<file path="config.mk">
export PLATFORM = sky130hd
export DESIGN_NAME = seg_msg_scroller_flat
export DESIGN_NICKNAME = d
export VERILOG_FILES = /design/src/rtl/seg_msg_scroller_pkg.sv /design/src/rtl/seg_msg_scroller_if.sv /design/src/rtl/seg_msg_scroller_tick.sv /design/src/rtl/seg_msg_scroller.sv /design/src/flat_wrapper.sv
export SDC_FILE = /design/constraint.sdc
export NUM_CORES = 1
export LEC_CHECK = 0
export CAP_MARGIN = 40
export CELL_PAD_IN_SITES_DETAIL_PLACEMENT = 0
export CELL_PAD_IN_SITES_GLOBAL_PLACEMENT = 2
export CORE_ASPECT_RATIO = 1.5
export CORE_MARGIN = 1
export CORE_UTILIZATION = 38
export DETAILED_ROUTE_END_ITERATION = 7
export PLACE_DENSITY_LB_ADDON = 0.1
export SLEW_MARGIN = 10
export SYNTH_ARGS = -nofsm -noshare
export SYNTH_HDL_FRONTEND = slang
export SYNTH_SLANG_ARGS = --single-unit
</file>
<file path="constraint.sdc">
create_clock -name clk -period 7.4 [get_ports clk]
set_input_delay 1.48 -clock clk [delete_from_list [all_inputs] [get_ports clk]]
set_output_delay 1.48 -clock clk [all_outputs]
set_load 0.02 [all_outputs]
</file>
<file path="src/rtl/seg_msg_scroller_pkg.sv">
// Shared glyph package for the 7-segment message blocks.
// Segment bits are {g,f,e,d,c,b,a} and active-low, so 0 means the segment is lit.
package seg_msg_scroller_pkg;

  typedef enum logic [1:0] {
    M_STATIC = 2'd0,
    M_LEFT   = 2'd1,
    M_RIGHT  = 2'd2,
    M_BLINK  = 2'd3
  } mode_t;

  typedef enum logic [1:0] {
    SC_IDLE = 2'd0,
    SC_RUN  = 2'd1,
    SC_HOLD = 2'd2
  } scr_state_t;

  localparam logic [6:0] BLANK   = 7'h7F;
  localparam logic [6:0] GLYPH_H = 7'b0001001;
  localparam logic [6:0] GLYPH_A = 7'b0001000;
  localparam logic [6:0] GLYPH_P = 7'b0001100;
  localparam logic [6:0] GLYPH_Y = 7'b0010001;
  localparam logic [6:0] GLYPH_B = 7'b0000011;
  localparam logic [6:0] GLYPH_D = 7'b0100001;

  // Value loaded into every message buffer entry on reset (all segments off).
  localparam logic [6:0] BUF_RST = 7'b1111111;

endpackage

</file>
<file path="src/rtl/seg_msg_scroller_if.sv">
// Control/display bundle between the board controller and the scroller.
// start/stop/pause are single-cycle pulses with no handshake: the scroller
// samples them on every rising clock edge and never back-pressures. wr_en is
// a write strobe accepted in the same cycle it is high.
interface seg_msg_scroller_if
  import seg_msg_scroller_pkg::*;
#(
  parameter int NUM_DIGITS = 4,
  parameter int MAX_LEN    = 16
) ();

  localparam int LW = $clog2(MAX_LEN + 1);
  localparam int AW = $clog2(MAX_LEN);

  logic                    start;
  logic                    stop;
  logic                    pause;
  mode_t                   mode;
  logic [LW-1:0]           msg_len;
  logic                    wr_en;
  logic [AW-1:0]           wr_addr;
  logic [6:0]              wr_data;
  logic [NUM_DIGITS*7-1:0] seg;
  logic                    busy;
  logic                    wrap;
  scr_state_t              state;   // debug view of the scroller FSM

  modport master (
    output start, stop, pause, mode, msg_len, wr_en, wr_addr, wr_data,
    input  seg, busy, wrap, state
  );

  modport slave (
    input  start, stop, pause, mode, msg_len, wr_en, wr_addr, wr_data,
    output seg, busy, wrap, state
  );

endinterface

</file>
<file path="src/rtl/seg_msg_scroller_tick.sv">
// Display-step prescaler: counts 0..TICK_DIV-1 while enabled and flags the
// last count as a one-cycle tick. Holds its count while disabled.
module seg_tick_gen #(
  parameter int TICK_DIV = 50_000_000
) (
  input  logic clk,
  input  logic rst,
  input  logic en_i,
  input  logic clr_i,
  output logic tick_o
);

  localparam int CW = (TICK_DIV > 2) ? $clog2(TICK_DIV) : 1;

  logic [CW-1:0] cnt_q, cnt_d;
  logic          at_max;

  assign at_max = (cnt_q == CW'(TICK_DIV - 1));
  assign tick_o = en_i && !clr_i && at_max;

  // Next count: clear wins, otherwise advance and roll over while enabled.
  always_comb begin
    cnt_d = cnt_q;
    if (clr_i)     cnt_d = '0;
    else if (en_i) cnt_d = at_max ? '0 : cnt_q + CW'(1);
  end

  // Prescaler register.
  always_ff @(posedge clk or posedge rst) begin
    if (rst) cnt_q <= '0;
    else     cnt_q <= cnt_d;
  end

endmodule

</file>
<file path="src/rtl/seg_msg_scroller.sv">
// Run-time loadable 7-segment message scroller. Holds up to MAX_LEN glyphs and
// shows a NUM_DIGITS window that is static, scrolls left/right or blinks.
// seg/busy are registered from next-state values so a start or step shows on
// the display one cycle later; buffer writes take one extra cycle.
module seg_msg_scroller
  import seg_msg_scroller_pkg::*;
#(
  parameter int NUM_DIGITS = 4,
  parameter int MAX_LEN    = 16,
  parameter int TICK_DIV   = 50_000_000
) (
  input logic             clk,
  input logic             rst,
  seg_msg_scroller_if.slave bus
);

  localparam int LW = $clog2(MAX_LEN + 1);
  localparam int PW = $clog2(MAX_LEN);

  scr_state_t              state_q, state_d;
  logic [PW-1:0]           ptr_q, ptr_d;
  logic [LW-1:0]           len_q, len_d;
  mode_t                   mode_q, mode_d;
  logic                    blank_q, blank_d;
  logic                    wrap_q, wrap_d;
  logic                    busy_q;
  logic [NUM_DIGITS*7-1:0] seg_q, seg_d;
  logic [6:0]              buf_q [MAX_LEN];
  logic                    start_ok, tick, tick_clr, ptr_last;
  logic [PW-1:0]           idx;

  assign start_ok = bus.start && (bus.msg_len != '0) && (int'(bus.msg_len) <= MAX_LEN);
  assign tick_clr = bus.stop || start_ok;
  assign ptr_last = (LW'(ptr_q) == len_q - LW'(1));

  seg_tick_gen #(.TICK_DIV(TICK_DIV)) u_tick (
    .clk    (clk),
    .rst    (rst),
    .en_i   (state_q == SC_RUN),
    .clr_i  (tick_clr),
    .tick_o (tick)
  );

  // Next state: stop > start > pause; a tick steps the pointer using the
  // mode latched at the previous step boundary, then latches the live mode.
  always_comb begin
    state_d = state_q;
    ptr_d   = ptr_q;
    len_d   = len_q;
    mode_d  = mode_q;
    blank_d = blank_q;
    wrap_d  = 1'b0;
    if (bus.stop) begin
      state_d = SC_IDLE;
    end else if (start_ok) begin
      state_d = SC_RUN;
      len_d   = bus.msg_len;
      mode_d  = bus.mode;
      ptr_d   = '0;
      blank_d = 1'b0;
    end else begin
      if (bus.pause) begin
        if (state_q == SC_RUN)       state_d = SC_HOLD;
        else if (state_q == SC_HOLD) state_d = SC_RUN;
      end
      if (tick) begin
        mode_d = bus.mode;
        case (mode_q)
          M_LEFT: begin
            if (ptr_last) begin
              ptr_d  = '0;
              wrap_d = (len_q != LW'(1));
            end else begin
              ptr_d = ptr_q + PW'(1);
            end
          end
          M_RIGHT: begin
            if (ptr_q == '0) begin
              ptr_d  = PW'(len_q - LW'(1));
              wrap_d = (len_q != LW'(1));
            end else begin
              ptr_d = ptr_q - PW'(1);
            end
          end
          M_BLINK: blank_d = ~blank_q;
          default: ;
        endcase
      end
    end
  end

  // Window: walk the buffer from ptr_d, wrapping at len_d by compare-and-reset
  // so short messages repeat across the digits without a divider.
  always_comb begin
    seg_d = {NUM_DIGITS{BLANK}};
    idx   = ptr_d;
    if (state_d != SC_IDLE && !blank_d) begin
      for (int i = 0; i < NUM_DIGITS; i++) begin
        seg_d[7*i +: 7] = buf_q[idx];
        if (LW'(idx) == len_d - LW'(1)) idx = '0;
        else                            idx = idx + PW'(1);
      end
    end
  end

  // FSM and registered outputs.
  always_ff @(posedge clk or posedge rst) begin
    if (rst) begin
      state_q <= SC_IDLE;
      ptr_q   <= '0;
      len_q   <= LW'(1);
      mode_q  <= M_STATIC;
      blank_q <= 1'b0;
      wrap_q  <= 1'b0;
      busy_q  <= 1'b0;
      seg_q   <= {NUM_DIGITS{BLANK}};
    end else begin
      state_q <= state_d;
      ptr_q   <= ptr_d;
      len_q   <= len_d;
      mode_q  <= mode_d;
      blank_q <= blank_d;
      wrap_q  <= wrap_d;
      busy_q  <= (state_d != SC_IDLE);
      seg_q   <= seg_d;
    end
  end

  // Message buffer; out-of-range addresses are dropped.
  always_ff @(posedge clk or posedge rst) begin
    if (rst) begin
      for (int k = 0; k < MAX_LEN; k++) buf_q[k] <= BUF_RST;
    end else if (bus.wr_en && (int'(bus.wr_addr) < MAX_LEN)) begin
      buf_q[bus.wr_addr] <= bus.wr_data;
    end
  end

  assign bus.seg   = seg_q;
  assign bus.busy  = busy_q;
  assign bus.wrap  = wrap_q;
  assign bus.state = state_q;

endmodule

</file>
<file path="src/flat_wrapper.sv">
// flat-port wrapper written by rule: the top's interface ports become plain ports
module seg_msg_scroller_flat import seg_msg_scroller_pkg::*;
#(
  parameter int NUM_DIGITS = 4,
  parameter int MAX_LEN    = 16,
  parameter int TICK_DIV   = 50_000_000
)
  (clk, rst, bus_start, bus_stop, bus_pause, bus_mode, bus_msg_len, bus_wr_en, bus_wr_addr, bus_wr_data, bus_seg, bus_busy, bus_wrap, bus_state);
  seg_msg_scroller_if #(.NUM_DIGITS(NUM_DIGITS), .MAX_LEN(MAX_LEN)) bus_i ();
  input logic clk;
  input logic rst;
  input wire logic [$bits(bus_i.start)-1:0] bus_start;
  input wire logic [$bits(bus_i.stop)-1:0] bus_stop;
  input wire logic [$bits(bus_i.pause)-1:0] bus_pause;
  input wire logic [$bits(bus_i.mode)-1:0] bus_mode;
  input wire logic [$bits(bus_i.msg_len)-1:0] bus_msg_len;
  input wire logic [$bits(bus_i.wr_en)-1:0] bus_wr_en;
  input wire logic [$bits(bus_i.wr_addr)-1:0] bus_wr_addr;
  input wire logic [$bits(bus_i.wr_data)-1:0] bus_wr_data;
  output wire logic [$bits(bus_i.seg)-1:0] bus_seg;
  output wire logic [$bits(bus_i.busy)-1:0] bus_busy;
  output wire logic [$bits(bus_i.wrap)-1:0] bus_wrap;
  output wire logic [$bits(bus_i.state)-1:0] bus_state;
  assign bus_i.start = bus_start;
  assign bus_i.stop = bus_stop;
  assign bus_i.pause = bus_pause;
  assign bus_i.mode = bus_mode;
  assign bus_i.msg_len = bus_msg_len;
  assign bus_i.wr_en = bus_wr_en;
  assign bus_i.wr_addr = bus_wr_addr;
  assign bus_i.wr_data = bus_wr_data;
  assign bus_seg = bus_i.seg;
  assign bus_busy = bus_i.busy;
  assign bus_wrap = bus_i.wrap;
  assign bus_state = bus_i.state;
  seg_msg_scroller #(.NUM_DIGITS(NUM_DIGITS), .MAX_LEN(MAX_LEN), .TICK_DIV(TICK_DIV)) u_core (.clk(clk), .rst(rst), .bus(bus_i));
endmodule
</file>
==> results.yml, run 1 <==
status:
  status: "finished clean"
logic_synthesis:
  async_flop_share_pct: 100
  ys.warnings.count: 0
  synth_top_flop_cell: "dfstp_2"
  ys_seq_elements: 182
  ys_seq_area_share_pct: 36.6
  synth_edf_count: 0
  netlist_instances: 1518
  netlist_area_um2: 12900
  syn-num-nets: 1554
  syn_area_per_cell_um2: 8.51
  synth_cell_type_count: 89
floorplanning:
  dieArea_um2: 34800
  std_cell_rows: 82
  num_io_pins: 56
  core-area_um2: 33400
  initial_core_util_pct: 38.6
  fp.dieW_um: 153
  die-height_um: 228
detailed_routing:
  viasPerCell: 6.04
  drc: 0
  drt-pass1-iter-count: 7
  first_iter_violations: 924
  ant_nets: 0
  postRouteWirelength_mm: 49.8
  wl_per_cell_um: 25.2
  vias: 11900
critical_path:
  timing.rr.start: "u_core.len_q[0]$_DFF_PP1_"
  cpLargestDelayFamily: "simple AND/OR/NAND/NOR gates"
  end_kind: "flop"
  cp-start-kind: "input port"
  critPathMaxStageDelay_ps: 680
  crit_top_cell: "nand2_1"
  crit_type: "input port to flop"
  crit_slowest_cell: "or4_4"
  arrival_ps: 7010
  crit_path_max_fanout: 13
  startpoint: "bus_msg_len[0]"
  critPathBufInv: 4
  critPathRequiredTime_ps: 7780
clocking:
  ctsHtreeMaxLevel: 4
  cts_sinks: 182
  hold_buffers: 0
  clkTransAtPathRegs_ps: 80
  numCtsBuffers: 17
  post_cts_resize_count: 0
  clock-root-buffer: "clkbuf_16"
  cts_tree: "built"
  insertion_delay_ps: 460
  ctsLongestPathBuffers: 2
  post-cts-setup-buffer-count: 0
placement:
  dp_hpwl_mm: 34.8
  gp_congestion: 0.896
  pre_cts_slack_ps: 295
  io_buffers: 55
timing:
  rsz0062_at_grt: "no"
  fin_tns_setup_ps: 0
  fin_crit_sh_pct: 89.6
  hold_viol: 0
  period_minus_slack_ps: 6630
  slew_headroom_pct: 39.5
  slew_violations: 0
  max_freq_mhz: 151
  finalSetupViolations: 0
  skew_ps: 10.9
  finalWorstSetupSlack_ps: 773
  worst_pin_slew_ps: 885
global_route:
  antenna_found_initial: 0
  grt_pass1_vias: 11700
  grt_util_all_layers_pct: 29.1
  global_route.overflow_total: 0
  grt_first_pass_wirelength_mm: 75.5
  grt_max_degree: 108
power_and_ir_drop:
  clkPwrFrac_pct: 25.9
  power.switching_mw: 1.28
  p_leak_nw: 5.78
  peakVddDrop_v: 0.000132
  swShare_pct: 36.0
  pwr-share-comb_pct: 30.2
  power_frac_seq_pct: 43.9
  internal-power_mw: 2.29
  p_per_area_nw_per_um2: 243
finish:
  drive_gt1_share_pct: 25.9
  final_nets: 1582
  area_delta_synth_final_pct: 13.5
  diodes: 0
  n_fill_cell: 3388
min_path:
  hold_start: "u_core.u_tick.cnt_q[25]$_DFFE_PP0P_"
  hold_class: "flop to flop"
job:
  cap_violations: 0
==> flip-flops by register name, summed over array words and instances, names as in the netlist <==
| name | count |
|---|---|
| u_core.u_tick.cnt_q | 26 |
| u_core.bus.seg | 28 |
| u_core.bus.state | 2 |
| u_core.bus.busy | 1 |
| u_core.mode_q | 2 |
| u_core.bus.wrap | 1 |
| u_core.ptr_q | 4 |
| u_core.buf_q | 112 |
| u_core.blank_q | 1 |
| u_core.len_q | 5 |
==> path summary, 6_finish.rpt <==
kind | to | slack (ps) | depth (start not counted)
max | u_core.bus.seg[21]$_DFF_PP1_ | 770 | 27
min | u_core.u_tick.cnt_q[25]$_DFFE_PP0P_ | 480 | 1
max reg2reg | u_core.bus.seg[21]$_DFF_PP1_ | 1610 | 25
min reg2reg | u_core.u_tick.cnt_q[25]$_DFFE_PP0P_ | 480 | 1
max in group asynchronous | u_core.buf_q[33]$_DFFE_PP1P_ | 5230 | 4
min in group asynchronous | u_core.len_q[3]$_DFF_PP0_ | 1550 | 3
==> cell usage in the layout, fill, tap and decap left out, types with 6 or more instances in the layout <==
cell type / Yosys / layout
or3_1: 18 / 18
o211ai_1: 25 / 25
nand4_1: 8 / 8
ha_1: 12 / 12
nand2b_1: 11 / 11
dfstp_2: 141 / 141
nor3_1: 18 / 18
xor2_1: 11 / 11
a31oi_1: 12 / 12
a21oi_1: 54 / 54
clkdlybuf4s50_1: 0 / 55
o221ai_1: 13 / 13
mux2i_1: 29 / 28
nand2_1: 355 / 353
o31ai_1: 8 / 8
mux4_2: 10 / 10
and3_1: 33 / 33
dfrtp_1: 41 / 41
a211oi_1: 6 / 6
a22oi_1: 8 / 8
nand3_1: 129 / 129
a32o_1: 8 / 8
o21ai_1: 12 / 12
inv_1: 24 / 23
nor2b_1: 8 / 7
nor2_1: 69 / 66
clkbuf_16: 0 / 18
o41ai_1: 7 / 7
mux2_2: 116 / 116
o311ai_0: 6 / 6
buf_4: 1 / 57
o21ai_0: 83 / 83
xnor2_1: 11 / 11
a311oi_1: 23 / 23
==> cell usage after synthesis (5+ instances only) <==
cell type,n,area share [%]
and3_1,33,1.6
o31ai_1,8,0.46
a211oi_1,6,0.35
clkbuf_1,80,2.3
inv_1,24,0.70
o41ai_1,7,0.47
a22oi_1,8,0.46
ha_1,12,1.2
o21ai_0,83,3.2
buf_1,7,0.20
o211ai_1,25,1.5
buf_2,17,0.66
nand3_1,129,5.0
nor3_1,18,0.70
nor2b_1,8,0.39
o21ai_1,12,0.46
nor2_1,69,2.0
xor2_1,11,0.75
o221ai_1,13,0.88
mux2_2,116,10
dfstp_2,141,29
nand2b_1,11,0.53
or3_1,18,0.87
mux4_2,10,1.7
xnor2_1,11,0.75
o311ai_0,6,0.41
a32o_1,8,0.62
a211o_1,5,0.34
a21oi_1,54,2.1
nand2_1,355,10
a311oi_1,23,1.6
a31oi_1,12,0.58
nand4_1,8,0.39
mux2i_1,29,2.2
dfrtp_1,41,7.9
a21boi_0,5,0.29
==> routing by layer <==
layer  share of wire (%)  vias up  track usage (%)
met5                   0        -                0
met3                 3.2       85             3.00
met2                  51      328             51.3
li1                    -     5531                -
met4                 4.6        0             14.5
met1                  41     5997             34.9
==> logic make-up after synthesis <==
logic type / count (synthesis) / synth area share (%)
AND/OR/NAND/NOR: 690 / 24.7
AO/OA/AOI/OAI: 314 / 16.9
flip-flops: 182 / 36.6
multiplexers: 160 / 14.7
buffers and inverters: 137 / 4.30
XOR/XNOR: 23 / 1.62
adder cells (fa/ha/maj): 12 / 1.16
==> final cells by class <==
class | count | area (um^2) | share of cell area (%)
Timing Repair Buffer | 116 | 1050 | 7.18
Tap cell | 420 | 526 | 3.58
Clock inverter | 9 | 95.1 | 0.648
Clock buffer | 22 | 475 | 3.24
Multi-Input combinational cell | 1199 | 7660 | 52.3
Sequential cell | 182 | 4730 | 32.3
Inverter | 30 | 121 | 0.828
==> power by group through the flow <==
stage	sequential (mW)	clock (mW)	combinational, mW
floorplan	1.48	0	0.732
global placement	1.57	0	1.06
detailed placement	1.57	0	1.07
CTS	1.56	0.948	1.08
global route	1.59	0.981	1.18
finish	1.57	0.925	1.08
==> stage by stage <==
| stage | hold WS (ps) | total power, mW | instance area, um^2 | std cells | util, % |
|---|---|---|---|---|---|
| after floorplan | 443 | 2.21 | 12900 | 1518 | - |
| after global placement | 472 | 2.63 | 14000 | 1936 | 41.8 |
| after detailed placement | 479 | 2.64 | 14100 | 1946 | 42.1 |
| after CTS | 487 | 3.58 | 14600 | 1977 | 43.8 |
| after global routing | 507 | 3.75 | 14700 | 1978 | 43.8 |
| final | 481 | 3.57 | 14700 | 1978 | 43.8 |
Note: power is estimated with default switching activity, not from simulation.
==> run 2: changes to the inputs <==
MAX_ROUTING_LAYER = met4   (was unset)
PLACE_DENSITY = 0.88   (was unset)
PLACE_DENSITY_LB_ADDON = unset   (was 0.1)
SETUP_SLACK_MARGIN = 0.2   (was unset)
==> results.yml, run 2 (synthesized netlist as in run 1, its figures left out) <==
status:
  status: "finished clean"
finish:
  stdcell_area_um2: 14800
  regArea_um2: 4730
  largest_reg_flops: 112
  fin_cells: 1983
  drive_gt1_share_pct: 26.4
  final_common_cell: "nand2_1"
  final_nets: 1586
  max_flop_register: "u_core.buf_q"
  n_fill_cell: 3326
  diodes: 0
  area_delta_synth_final_pct: 14.8
  mostFrequentLayoutCells: "353 x nand2_1, 141 x dfstp_2, 129 x nand3_1"
  multiInputGateArea_um2: 7690
floorplanning:
  num_io_pins: 56
  fp.dieW_um: 153
  initial_core_util_pct: 38.6
  std_cell_rows: 82
  die-height_um: 228
  core-area_um2: 33400
  dieArea_um2: 34800
timing:
  hold_viol: 0
  fin_tns_setup_ps: 0
  slew_headroom_pct: 41.8
  worst_pin_slew_ps: 867
  whs_ps: 528
  slew_violations: 0
  rsz0062_at_grt: "no"
  skew_ps: 13.9
  max_freq_mhz: 146
  fin_crit_sh_pct: 92.7
  finalSetupViolations: 0
  period_minus_slack_ps: 6860
clocking:
  cts_tree: "built"
  ctsLongestPathBuffers: 2
  post-cts-setup-buffer-count: 0
  clkTransAtPathRegs_ps: 70
  cts_sinks: 182
  numCtsBuffers: 17
  insertion_delay_ps: 460
  clock-root-buffer: "clkbuf_16"
  ctsHtreeMaxLevel: 4
power_and_ir_drop:
  power_frac_seq_pct: 42.2
  clkPwrFrac_pct: 27.2
  pwr-share-comb_pct: 30.7
  swShare_pct: 35.9
  p_per_area_nw_per_um2: 250
  power_mw: 3.70
  internal-power_mw: 2.38
  power.switching_mw: 1.33
  peakVddDrop_v: 0.000132
  p_leak_nw: 5.86
critical_path:
  arrival_ps: 7240
  crit_path_max_fanout: 13
  critPathMaxStageDelay_ps: 670
  cp-start-kind: "input port"
  path_cells: "clkdlybuf4s50_1 -> nor4_4 -> buf_4 -> mux2_4 -> and3_1 -> o21ai_1 -> a31o_2 -> inv_2 -> ha_1 -> o2111a_1 -> a211o_1 -> a211oi_1 -> a22o_1 -> o21ai_1 -> nand2_1 -> clkinv_1 -> ha_1 -> and2_1 -> or4_4 -> nand2_1 -> and3_1 -> o41ai_1 -> a221oi_1 -> o21ai_1"
  crit_slowest_cell: "or4_4"
  crit_type: "input port to flop"
  crit_top_cell: "o21ai_1"
  end_kind: "flop"
  critPathRequiredTime_ps: 7780
detailed_routing:
  postRouteWirelength_mm: 50.1
  ant_nets: 0
  drc: 0
  wl_per_cell_um: 25.3
  vias: 12300
  viasPerCell: 6.20
  first_iter_violations: 1031
  drt-pass1-iter-count: 8
global_route:
  global_route.overflow_total: 0
  antenna_found_initial: 0
  grt_first_pass_wirelength_mm: 75.8
  grt_max_degree: 90
  grt_pass1_vias: 12100
  grt_util_all_layers_pct: 29.9
placement:
  dp_hpwl_mm: 34.8
  io_buffers: 55
  placed_area_um2: 14200
  gp_congestion: 0.934
  post-place-cells: 1951
job:
  cap_violations: 0
min_path:
  hold_class: "flop to flop"
run 2: changes by cell type in the layout (fill, tap and decap cells not counted), moves of 2 or more:
cell / delta
bufinv_16: +3
buf_12: +5
buf_6: +2
buf_4: -3
clkinvlp_4: -3
inv_6: +4
run 2: final timing paths:
check                                                    start                             endpoint  slack [ps]  depth (start not counted)
hold / removal             u_core.u_tick.cnt_q[22]$_DFFE_PP0P_  u_core.u_tick.cnt_q[22]$_DFFE_PP0P_         530                          1
min in group asynchronous                                  rst            u_core.bus.wrap$_DFF_PP0_        1390                          2
max in group asynchronous                                  rst  u_core.u_tick.cnt_q[16]$_DFFE_PP0P_        4920                          3
setup / recovery                                bus_msg_len[3]         u_core.bus.seg[21]$_DFF_PP1_         540                         24
setup reg to reg                     u_core.len_q[0]$_DFF_PP1_         u_core.bus.seg[21]$_DFF_PP1_        1360                         24
hold reg to reg            u_core.u_tick.cnt_q[22]$_DFFE_PP0P_  u_core.u_tick.cnt_q[22]$_DFFE_PP0P_         530                          1
run 2: final cells by class:
class                      instances  share of cell area, %
sequential                       182                   31.9
tap                              420                   3.54
inverter                          30                  0.818
clock buffer                      19                   2.92
timing repair buffer             120                   7.73
clock inverter                    13                   1.27
multi-input combinational       1199                   51.8
run 2: through the flow:
stage	util, %	setup WS (ps)
2_1_floorplan	-	224
3_3_place_gp	41.9	313
3_5_place_dp	42.4	103
4_1_cts	44.3	557
5_1_grt	44.4	215
6_report	44.4	540
run 2: per-layer routing:
metal	vias to the layer above	share of wire (%)	track usage, %
li1	5532	-	-
met1	6114	37	32.2
met2	483	50	50.1
met3	174	4.9	4.01
met4	0	8.0	22.4
met5	-	0	-
run 2: repair_timing:
| action | in CTS | in global routing |
|---|---|---|
| gates resized for setup | 0 | 3 |
| hold buffers | 0 | 0 |
| setup endpoints to repair | 0 | 6 |
run 2: power groups by stage:
stage	logic, mW	registers (mW)	clock network (mW)
5_1_grt	1.22	1.58	1.05
3_3_place_gp	1.10	1.56	0
4_1_cts	1.12	1.55	1.02
6_report	1.14	1.56	1.01
2_1_floorplan	0.733	1.48	0
3_5_place_dp	1.12	1.56	0
run 2: critical path, delay by kind of cell:
| kind | cells | cell delay, ps |
|---|---|---|
| simple gates | 7 | 1890 |
| fa+ha+maj | 2 | 470 |
| mux | 1 | 360 |
| buf+inv | 4 | 880 |
| compound gates | 10 | 2120 |
==> run 3: changes to the inputs <==
CORE_MARGIN = 4   (was 1)
RECOVER_POWER = 25   (was unset)
==> results.yml, run 3 (synthesized netlist as in run 1, its figures left out) <==
status:
  status: "complete, but fails checks"
  violations: "max-capacitance violations, max-slew violations"
clocking:
  hold_buffers: 0
  insertion_delay_ps: 470
  ctsHtreeMaxLevel: 4
  ctsLongestPathBuffers: 2
  clkTransAtPathRegs_ps: 70
  cts_tree: "built"
  numCtsBuffers: 17
  clock-root-buffer: "clkbuf_16"
  cts_sinks: 182
power_and_ir_drop:
  peakVddDrop_v: 0.000173
  p_per_area_nw_per_um2: 246
  p_leak_nw: 5.88
  power_mw: 3.65
placement:
  post-place-cells: 1958
  pre_cts_slack_ps: 118
  io_buffers: 55
  placed_area_um2: 14200
  dp_hpwl_mm: 35.2
  gp_congestion: 0.921
global_route:
  grt_util_all_layers_pct: 28.1
  grt_pass1_vias: 12000
  grt_first_pass_wirelength_mm: 75.5
  antenna_found_initial: 0
  global_route.overflow_total: 0
  grt_max_degree: 110
critical_path:
  end_kind: "flop"
  crit_type: "input port to flop"
  crit_path_max_fanout: 13
  crit_top_cell: "o21ai_1"
  crit_slowest_cell: "or4_4"
  critPathMaxStageDelay_ps: 670
  arrival_ps: 7210
  critPathRequiredTime_ps: 7780
  cp-start-kind: "input port"
timing:
  hold_viol: 0
  worst_pin_slew_ps: 4220
  whs_ps: 519
  finalWorstSetupSlack_ps: 569
  slew_headroom_pct: -181
  finalSetupViolations: 0
  period_minus_slack_ps: 6830
  skew_ps: 7.60
  slew_violations: 110
  max_freq_mhz: 146
  fin_crit_sh_pct: 92.3
  rsz0062_at_grt: "no"
  fin_tns_setup_ps: 0
floorplanning:
  die-height_um: 234
  core-area_um2: 33500
  std_cell_rows: 82
  num_io_pins: 56
  dieArea_um2: 37100
  fp.dieW_um: 159
  initial_core_util_pct: 38.5
detailed_routing:
  viasPerCell: 6.21
  ant_nets: 0
  drc: 0
  postRouteWirelength_mm: 50.6
  first_iter_violations: 1310
  vias: 12400
  drt-pass1-iter-count: 6
  wl_per_cell_um: 25.4
finish:
  final_nets: 1595
  max_flop_register: "u_core.buf_q"
  drive_gt1_share_pct: 26.8
  multiInputGateArea_um2: 7680
  largest_reg_flops: 112
  diodes: 0
  area_delta_synth_final_pct: 14.8
  regArea_um2: 4730
  stdcell_area_um2: 14800
  n_fill_cell: 3285
  fin_cells: 1992
  mostFrequentLayoutCells: "353 x nand2_1, 141 x dfstp_2, 129 x nand3_1"
  post-route-util_pct: 44.2
  final_common_cell: "nand2_1"
job:
  cap_violations: 1
min_path:
  hold_class: "flop to flop"
==> run 3: cell types whose count changed in the layout (fill, tap and decap cells not counted), moves of 2 or more <==
cell / before / now
buf_12: 5 / 3
buf_4: 54 / 63
buf_6: 2 / 4
bufinv_16: 4 / 2
clkbuf_1: 2 / 0
clkinvlp_4: 0 / 2
==> run 3: final timing paths <==
kind	endpoint	slack, ps	cells past startpoint	startpoint
max in group asynchronous	u_core.ptr_q[3]$_DFF_PP0_	1960	2	rst
setup / recovery	u_core.bus.seg[21]$_DFF_PP1_	570	26	bus_msg_len[3]
hold reg to reg	u_core.u_tick.cnt_q[14]$_DFFE_PP0P_	520	1	u_core.u_tick.cnt_q[14]$_DFFE_PP0P_
hold / removal	u_core.u_tick.cnt_q[14]$_DFFE_PP0P_	520	1	u_core.u_tick.cnt_q[14]$_DFFE_PP0P_
setup reg to reg	u_core.bus.seg[21]$_DFF_PP1_	1340	26	u_core.len_q[0]$_DFF_PP1_
min in group asynchronous	u_core.len_q[4]$_DFF_PP0_	3060	2	rst
==> run 3: worst max-delay path, delay by kind of cell <==
kind | cells | cell delay, ps
compound gates | 9 | 1520
xor+xnor | 1 | 140
fa+ha+maj | 2 | 460
buf+inv | 5 | 1110
mux | 1 | 360
simple gates | 8 | 2100
==> run 3: what timing repair did <==
item | in CTS | in global routing
resized for setup | 0 | 3
setup buffers | 0 | 2
setup endpoints to repair | 0 | 12
==> run 3: area by class of cell <==
type,instances,share of cell area [%]
clock buffer,17,2.87
clock inverter,15,1.11
inverter,30,0.768
multi-input combinational,1199,51.8
sequential,182,31.9
tap,420,3.54
timing repair buffer,129,8.03
==> run 3: power breakdown <==
part	switching, mW	internal (mW)	total [mW]	leakage, nW
Sequential	0.254	1.30	1.55	2.04
Clock	0.447	0.506	0.953	0.289
Combinational	0.635	0.513	1.15	3.55
Total	1.34	2.32	3.65	5.88
==> run 3: layer usage <==
metal / vias to the layer above / global-route usage [%] / share of wire [%]
met3: 179 / 3.49 / 5.3
met1: 6078 / 31.4 / 37
met4: 0 / 19.8 / 8.2
met2: 541 / 46.0 / 49
li1: 5577 / - / -
met5: - / - / 0
